### src/rtl/branch_update_unit.sv
// ---------------------------------------------------------------------------
// branch_update_unit
//
// Resolves executed branches against the fetch-time prediction, raises a
// one-cycle redirect pulse on a mispredict, and keeps the 4-entry BTB trained
// through a small update queue. The queue drains one BTB write per cycle.
//
// Build option:
//   BP_HYSTERESIS_EN  defined   : per-index 2-bit saturating direction counters
//                                 decide the written active bit.
//                     undefined : no counters; active bit = last outcome.
//
// Parameters:
//   DEPTH            update-queue entries (power of two, >= 2)
//
// Ports:
//   CLK              clock, rising edge
//   nRST             synchronous active-low reset
//   resolve_valid    resolved branch presented this cycle
//   resolve_pc       branch PC (hash = [3:2], tag = [31:4])
//   resolve_taken    actual direction
//   resolve_target   actual taken target
//   pred_hit         fetch predicted taken (BTB hit)
//   pred_target      word target fetch used on a hit
//   hold             stalls queue drain
//   full             queue holds DEPTH entries
//   overflow         sticky: resolve arrived while full
//   mispredict       registered redirect pulse
//   correct_pc       redirect PC, valid with mispredict
//   wen              BTB write enable (registered)
//   hash_wsel        BTB index
//   tag_n            BTB tag
//   target_n         BTB word target
//   active_n         BTB entry valid bit
// ---------------------------------------------------------------------------
module branch_update_unit #(
    parameter int DEPTH = 2
) (
    input  logic        CLK,
    input  logic        nRST,
    input  logic        resolve_valid,
    input  logic [31:0] resolve_pc,
    input  logic        resolve_taken,
    input  logic [31:0] resolve_target,
    input  logic        pred_hit,
    input  logic [29:0] pred_target,
    input  logic        hold,
    output logic        full,
    output logic        overflow,
    output logic        mispredict,
    output logic [31:0] correct_pc,
    output logic        wen,
    output logic [1:0]  hash_wsel,
    output logic [27:0] tag_n,
    output logic [29:0] target_n,
    output logic        active_n
);

    localparam int PW = (DEPTH > 1) ? $clog2(DEPTH) : 1;
    localparam int CW = PW + 1;

    // Queue storage (payload is not reset; occupancy alone defines validity)
    logic [1:0]  qhash_q   [DEPTH];
    logic [27:0] qtag_q    [DEPTH];
    logic [29:0] qtarget_q [DEPTH];
    logic        qactive_q [DEPTH];

    logic [PW-1:0] wptr_q, wptr_d;
    logic [PW-1:0] rptr_q, rptr_d;
    logic [CW-1:0] count_q, count_d;

    logic        overflow_q, overflow_d;
    logic        mispredict_q, mispredict_d;
    logic [31:0] correct_pc_q, correct_pc_d;
    logic        wen_q, wen_d;
    logic [1:0]  hash_q, hash_d;
    logic [27:0] tag_q, tag_d;
    logic [29:0] target_q, target_d;
    logic        active_q, active_d;

    // Resolve fields
    logic [1:0]  r_idx;
    logic [27:0] r_tag;
    logic [29:0] r_tgt;
    logic        r_mis;
    logic [31:0] r_cpc;
    logic        r_active;
    logic        r_needed;

    logic full_w, empty_w, accept, enq, deq, bypass, push;

    // Low address bits carry no information for word-aligned targets
    logic unused_lowbits;
    assign unused_lowbits = ^{resolve_pc[1:0], resolve_target[1:0]};

    assign r_idx = resolve_pc[3:2];
    assign r_tag = resolve_pc[31:4];
    assign r_tgt = resolve_target[31:2];

    assign full_w  = (count_q == CW'(DEPTH));
    assign empty_w = (count_q == '0);
    assign accept  = resolve_valid && !full_w;

    // Mispredict is judged on every presented resolve, accepted or not
    assign r_mis = resolve_valid &&
                   ((resolve_taken != pred_hit) ||
                    (resolve_taken && pred_hit && (r_tgt != pred_target)));
    assign r_cpc = resolve_taken ? {r_tgt, 2'b00}
                                 : ({resolve_pc[31:2], 2'b00} + 32'd4);

`ifdef BP_HYSTERESIS_EN
    logic [1:0] ctr_q [4];
    logic [1:0] ctr_d [4];
    logic [1:0] ctr_cur, ctr_new;

    assign ctr_cur = ctr_q[r_idx];

    always_comb begin
        ctr_new = ctr_cur;
        if (resolve_taken) begin
            if (ctr_cur != 2'b11) ctr_new = ctr_cur + 2'd1;
        end else begin
            if (ctr_cur != 2'b00) ctr_new = ctr_cur - 2'd1;
        end
    end

    assign r_active = ctr_new[1];

    always_comb begin
        for (int i = 0; i < 4; i++) ctr_d[i] = ctr_q[i];
        if (accept) ctr_d[r_idx] = ctr_new;
    end

    always_ff @(posedge CLK) begin
        if (!nRST) begin
            for (int i = 0; i < 4; i++) ctr_q[i] <= 2'b01;
        end else begin
            for (int i = 0; i < 4; i++) ctr_q[i] <= ctr_d[i];
        end
    end
`else
    assign r_active = resolve_taken;
`endif

    // Only write the BTB when its contents would actually change behaviour
    assign r_needed = (r_active != pred_hit) ||
                      (r_active && (r_tgt != pred_target));
    assign enq      = accept && r_needed;

    // Empty queue forwards the incoming update straight to the write port so
    // the BTB sees it one cycle after accept.
    assign deq    = !empty_w && !hold;
    assign bypass = empty_w && enq && !hold;
    assign push   = enq && !bypass;

    always_comb begin
        wptr_d       = wptr_q;
        rptr_d       = rptr_q;
        count_d      = count_q;
        overflow_d   = overflow_q | (resolve_valid & full_w);
        mispredict_d = r_mis;
        correct_pc_d = r_mis ? r_cpc : correct_pc_q;
        wen_d        = deq || bypass;
        hash_d       = hash_q;
        tag_d        = tag_q;
        target_d     = target_q;
        active_d     = active_q;

        if (push) wptr_d = wptr_q + PW'(1);
        if (deq)  rptr_d = rptr_q + PW'(1);
        if (push && !deq)      count_d = count_q + CW'(1);
        else if (!push && deq) count_d = count_q - CW'(1);

        if (deq) begin
            hash_d   = qhash_q[rptr_q];
            tag_d    = qtag_q[rptr_q];
            target_d = qtarget_q[rptr_q];
            active_d = qactive_q[rptr_q];
        end else if (bypass) begin
            hash_d   = r_idx;
            tag_d    = r_tag;
            target_d = r_tgt;
            active_d = r_active;
        end
    end

    always_ff @(posedge CLK) begin
        if (push) begin
            qhash_q[wptr_q]   <= r_idx;
            qtag_q[wptr_q]    <= r_tag;
            qtarget_q[wptr_q] <= r_tgt;
            qactive_q[wptr_q] <= r_active;
        end
    end

    always_ff @(posedge CLK) begin
        if (!nRST) begin
            wptr_q       <= '0;
            rptr_q       <= '0;
            count_q      <= '0;
            overflow_q   <= 1'b0;
            mispredict_q <= 1'b0;
            correct_pc_q <= '0;
            wen_q        <= 1'b0;
            hash_q       <= '0;
            tag_q        <= '0;
            target_q     <= '0;
            active_q     <= 1'b0;
        end else begin
            wptr_q       <= wptr_d;
            rptr_q       <= rptr_d;
            count_q      <= count_d;
            overflow_q   <= overflow_d;
            mispredict_q <= mispredict_d;
            correct_pc_q <= correct_pc_d;
            wen_q        <= wen_d;
            hash_q       <= hash_d;
            tag_q        <= tag_d;
            target_q     <= target_d;
            active_q     <= active_d;
        end
    end

    assign full       = full_w;
    assign overflow   = overflow_q;
    assign mispredict = mispredict_q;
    assign correct_pc = correct_pc_q;
    assign wen        = wen_q;
    assign hash_wsel  = hash_q;
    assign tag_n      = tag_q;
    assign target_n   = target_q;
    assign active_n   = active_q;

endmodule

### config.mk
export PLATFORM = sky130hd
export DESIGN_NAME = branch_update_unit
export DESIGN_NICKNAME = d
export VERILOG_FILES = /design/src/rtl/branch_update_unit.sv
export SDC_FILE = /design/constraint.sdc
export NUM_CORES = 1
export LEC_CHECK = 0
export BUFFER_PORTS_ARGS = -buffer_cell sky130_fd_sc_hd__buf_4
export CAP_MARGIN = 20
export CORE_ASPECT_RATIO = 0.8
export CORE_UTILIZATION = 30
export DETAILED_ROUTE_END_ITERATION = 10
export PLACE_DENSITY = 0.54
export SYNTH_ARGS = -nofsm -noshare
export SYNTH_HDL_FRONTEND = slang
export SYNTH_SLANG_ARGS = --single-unit
### constraint.sdc
create_clock -name CLK -period 19.85 [get_ports CLK]
set_input_delay 5.955 -clock CLK [delete_from_list [all_inputs] [get_ports CLK]]
set_output_delay 5.955 -clock CLK [all_outputs]
set_load 0.03 [all_outputs]
==> results summary <==
The number of hold buffers added after CTS was 0. The most used flip-flop cell after synthesis is edfxtp_1. The wire-length estimate of the detail-placed layout is 21400 um. The clock-pin slew on the worst setup and hold paths came out at 0.06 ns. The detailed-route wire length came out at 31800 um. The minimum hold slack is 0.452 ns. The count of buffers inserted at the top-level ports came out at 190.

For the final database, setup skew stands at 0.0167 ns. The yosys synthesis warning count is 0. The via total after detailed routing came out at 7772.

The power per standard cell area came out at 94.3 mW/mm^2. The critical path data required time came out at 20.22 ns. The met1 track utilization from global routing came out at 28.2%. The number of antenna repair diodes came out at 0.

In this run the tightest slew margin relative to its limit is 34.2%. The sequential element share of the synthesized area is 57.3%. The critical path goes through buf_4, xor2_1, nor4_1, nand4_1, o2111ai_4, and2_2, buf_4, o31ai_1. At the worst endpoint, the arrival time is 9.37 ns.

Summed over all layers, the global routing overflow is 0. For this run, the slowest stage of the critical path takes 0.80 ns. The highest net fanout along the worst path is 40. The clock sink total came out at 221. The power share of the combinational group came out at 15.0%. The reported max-cap violation count is 0. The count of endpoints failing setup in the final report came out at 0.

The initial core utilization is 30.9%. The largest individual stage delay along the critical path comes from the cell nor4_1. The final RePlAce weighted congestion is 0.801. The met2 global-route usage is 27.6%. The iteration count of the initial detailed-routing pass is 5. The final critical path takes up 45.4% of the cycle. In this run, the number of DRC markers left after iteration 0 of detailed routing was 515. STA classifies the critical path startpoint as a primary input. The average via count per standard cell came out at 5.22.

The first global-routing pass estimated 46700 um of wire. The shortest clock period the worst path allows after layout came out at 9.01 ns. The internal power summed over all cells is 855 uW. The worst supply voltage drop on vdd is 50.4 uV.

The number of synthesized flops with an enable pin is 122. The count of final max-slew check failures is 0. The maximum clock insertion buffer count came out at 3. STA classifies the critical path endpoint as a flop. TritonCTS built the clock tree. The switching power is 318 uW. In this run the cell area of the synthesized design comes to 0.00985 sq mm. The fraction of final layout cells with drive strength greater than 1 is 23.6%. The later pin in the worst-skew pair is clocked with a latency of 0.53 ns. met1 is the most crowded layer.

The number of nets in the finished design is 1151. Entering global routing, the biggest net connects 96 pins. Synthesis handed over a netlist of 897 instances. The met3 capacity usage during global routing came out at 3.15%. The area inside the core boundary came out at 0.0319 sq mm. The number of remaining DRC errors is 0. Compared with the post-synthesis result, the final layout area differs by 26.3%.

The die span in y is 164 um. The core occupancy in the finished layout came out at 39.0%. The number of gates resized after cts came out at 0. The critical path is of the in2reg type. The die footprint is 0.0336 sq mm. The flow ran to the end, and the final reports show no timing, DRC or antenna violations. The setup TNS came out at 0 ns.

The cell sitting at the root of the clock tree is a clkbuf_16. The switching share of total power came out at 27.1%. The antenna violation net count after detailed routing is 0. In this run the worst hold path is classified as reg2reg.

The routed length per placed instance is 21.4 um. The filler cell count came out at 3170. In the synthesized netlist the async set-or-reset flop fraction comes to 0%. Total power for the finished layout comes to 1170 uW.

After synthesis, the mean cell area works out to 11.0 sq um. The top-level I/O count came out at 197. In this run, placement finished with an instance count of 1442. The maximum operating frequency is 111 MHz. The number of distinct library cells after synthesis came out at 53.

The finished layout holds 1488 standard cells, fillers aside. The width of the die came out at 205 um. Together, buffers and inverters on the worst path number 2.

The number of buffers created by CTS is 25. Registers are responsible for 44.6% of the overall power. The global router's overall resource usage is 18.6%. In this run the core area contains 58 standard-cell rows. The transition time at the pin with the least slew margin came out at 0.978 ns. The number of antenna violations at the first check in global routing is 0. The clock network fraction of total power is 40.4%. The dominant delay contributor by cell family on the critical path is simple AND/OR/NAND/NOR gates. The most numerous cell type found on the critical path is buf_4. The maximum level of the CTS H-tree is 1. The post-CTS setup buffer count is 0.

Setup repair after global routing left no endpoint under its margin. Summed over all cells, the static leakage comes to 0.00446 uW. The synthesized design contains 221 register bits.

The final hold violation count came out at 0. The number of global-route vias before repair was 7140.
## registers in the layout, indices dropped and copies added, names as in the netlist, named ones only
name and flops:
tag_n 28, correct_pc 30, qtag_q 56, rptr_q 1, active_n 1, count_q 2, qactive_q 2, target_n 30
qhash_q 4, qtarget_q 60, wptr_q 1, wen 1, mispredict 1, hash_wsel 2, overflow 1
## cell families after synthesis
logic type | Yosys count | share of synthesized area, %
simple gates | 247 | 12.6
flops | 221 | 57.3
compound gates | 213 | 14.0
buf+inv | 88 | 3.72
mux | 71 | 7.22
xor+xnor | 54 | 4.80
fa+ha+maj | 2 | 0.254
other cells | 1 | 0.0381
## worst min-delay path, cell delays in order (launching register included)
cell,delay [ns]
dfxtp_1,0.31
nand2_1,0.06
o21ai_1,0.05
## cell usage after synthesis, types with 11 or more instances
cell / n / area, sq um
dfxtp_1: 99 / 1980
o21ai_0: 26 / 130
edfxtp_1: 122 / 3660
mux2i_1: 71 / 711
nand4_1: 74 / 463
nor2_1: 81 / 304
o31ai_1: 66 / 495
xor2_1: 43 / 377
xnor2_1: 11 / 96.3
nand3_1: 14 / 70.1
clkbuf_1: 63 / 236
a21oi_1: 71 / 355
nand2_1: 40 / 150
## per-stage QoR
step                instance area (sq um)  worst slack, ns
floorplan                            9850             8.16
global placement                    11600            10.43
detailed placement                  11600            10.45
CTS                                 12400            10.95
global route                        12400            10.71
finish                              12400            10.84
## worst paths after layout
kind	start	slack (ns)	end	depth (start not counted)
max	resolve_target[15]	10.84	tag_n[17]	8
min	correct_pc[19]	0.45	correct_pc[19]	2
max reg2reg	count_q[0]	16.99	target_n[24]	6
min reg2reg	correct_pc[19]	0.45	correct_pc[19]	2
## area by class of cell
type	count	area, sq um	area share, %
flip-flops and latches	221	5650	45.4
multi-input cells	589	3870	31.1
repair buffers	204	1530	12.3
clock buffers	32	652	5.24
well taps	420	526	4.22
clock inverters	14	178	1.43
inverters	8	30.0	0.241
## layout by cell type (no fill, tap or decap), drive strengths merged, types with 4 or more instances in the layout
| master | synthesis | final |
|---|---|---|
| xor2 | 43 | 43 |
| nand4 | 75 | 75 |
| edfxtp | 122 | 122 |
| dfxtp | 99 | 99 |
| and4 | 4 | 4 |
| a211oi | 4 | 4 |
| clkbuf | 63 | 32 |
| o221ai | 5 | 5 |
| clkinv | 1 | 8 |
| nand3 | 14 | 14 |
| a21oi | 71 | 71 |
| nand2 | 40 | 40 |
| bufinv | 0 | 4 |
| o211ai | 4 | 4 |
| buf | 17 | 204 |
| nor4 | 11 | 11 |
| mux2i | 71 | 71 |
| nor3 | 7 | 7 |
| xnor2 | 11 | 11 |
| inv | 7 | 8 |
| o21ai | 36 | 36 |
| o31ai | 66 | 66 |
| nor2 | 81 | 81 |
| a221o | 7 | 7 |
## metal layers
metal  vias to the layer above  share of wire (%)
met5                         -                  0
met3                        34                6.3
met2                       247                 44
li1                       3697                  -
met1                      3794                 48
met4                         0                1.6
## power by group through the flow
| stage | logic (uW) | clock network [uW] | registers, uW |
|---|---|---|---|
| floorplan | 72.6 | 0 | 559 |
| CTS | 178 | 488 | 523 |
| finish | 176 | 474 | 523 |
| detailed placement | 177 | 0 | 533 |
| global placement | 176 | 0 | 533 |
| global route | 189 | 506 | 526 |
(Power assumes the default switching activity.)
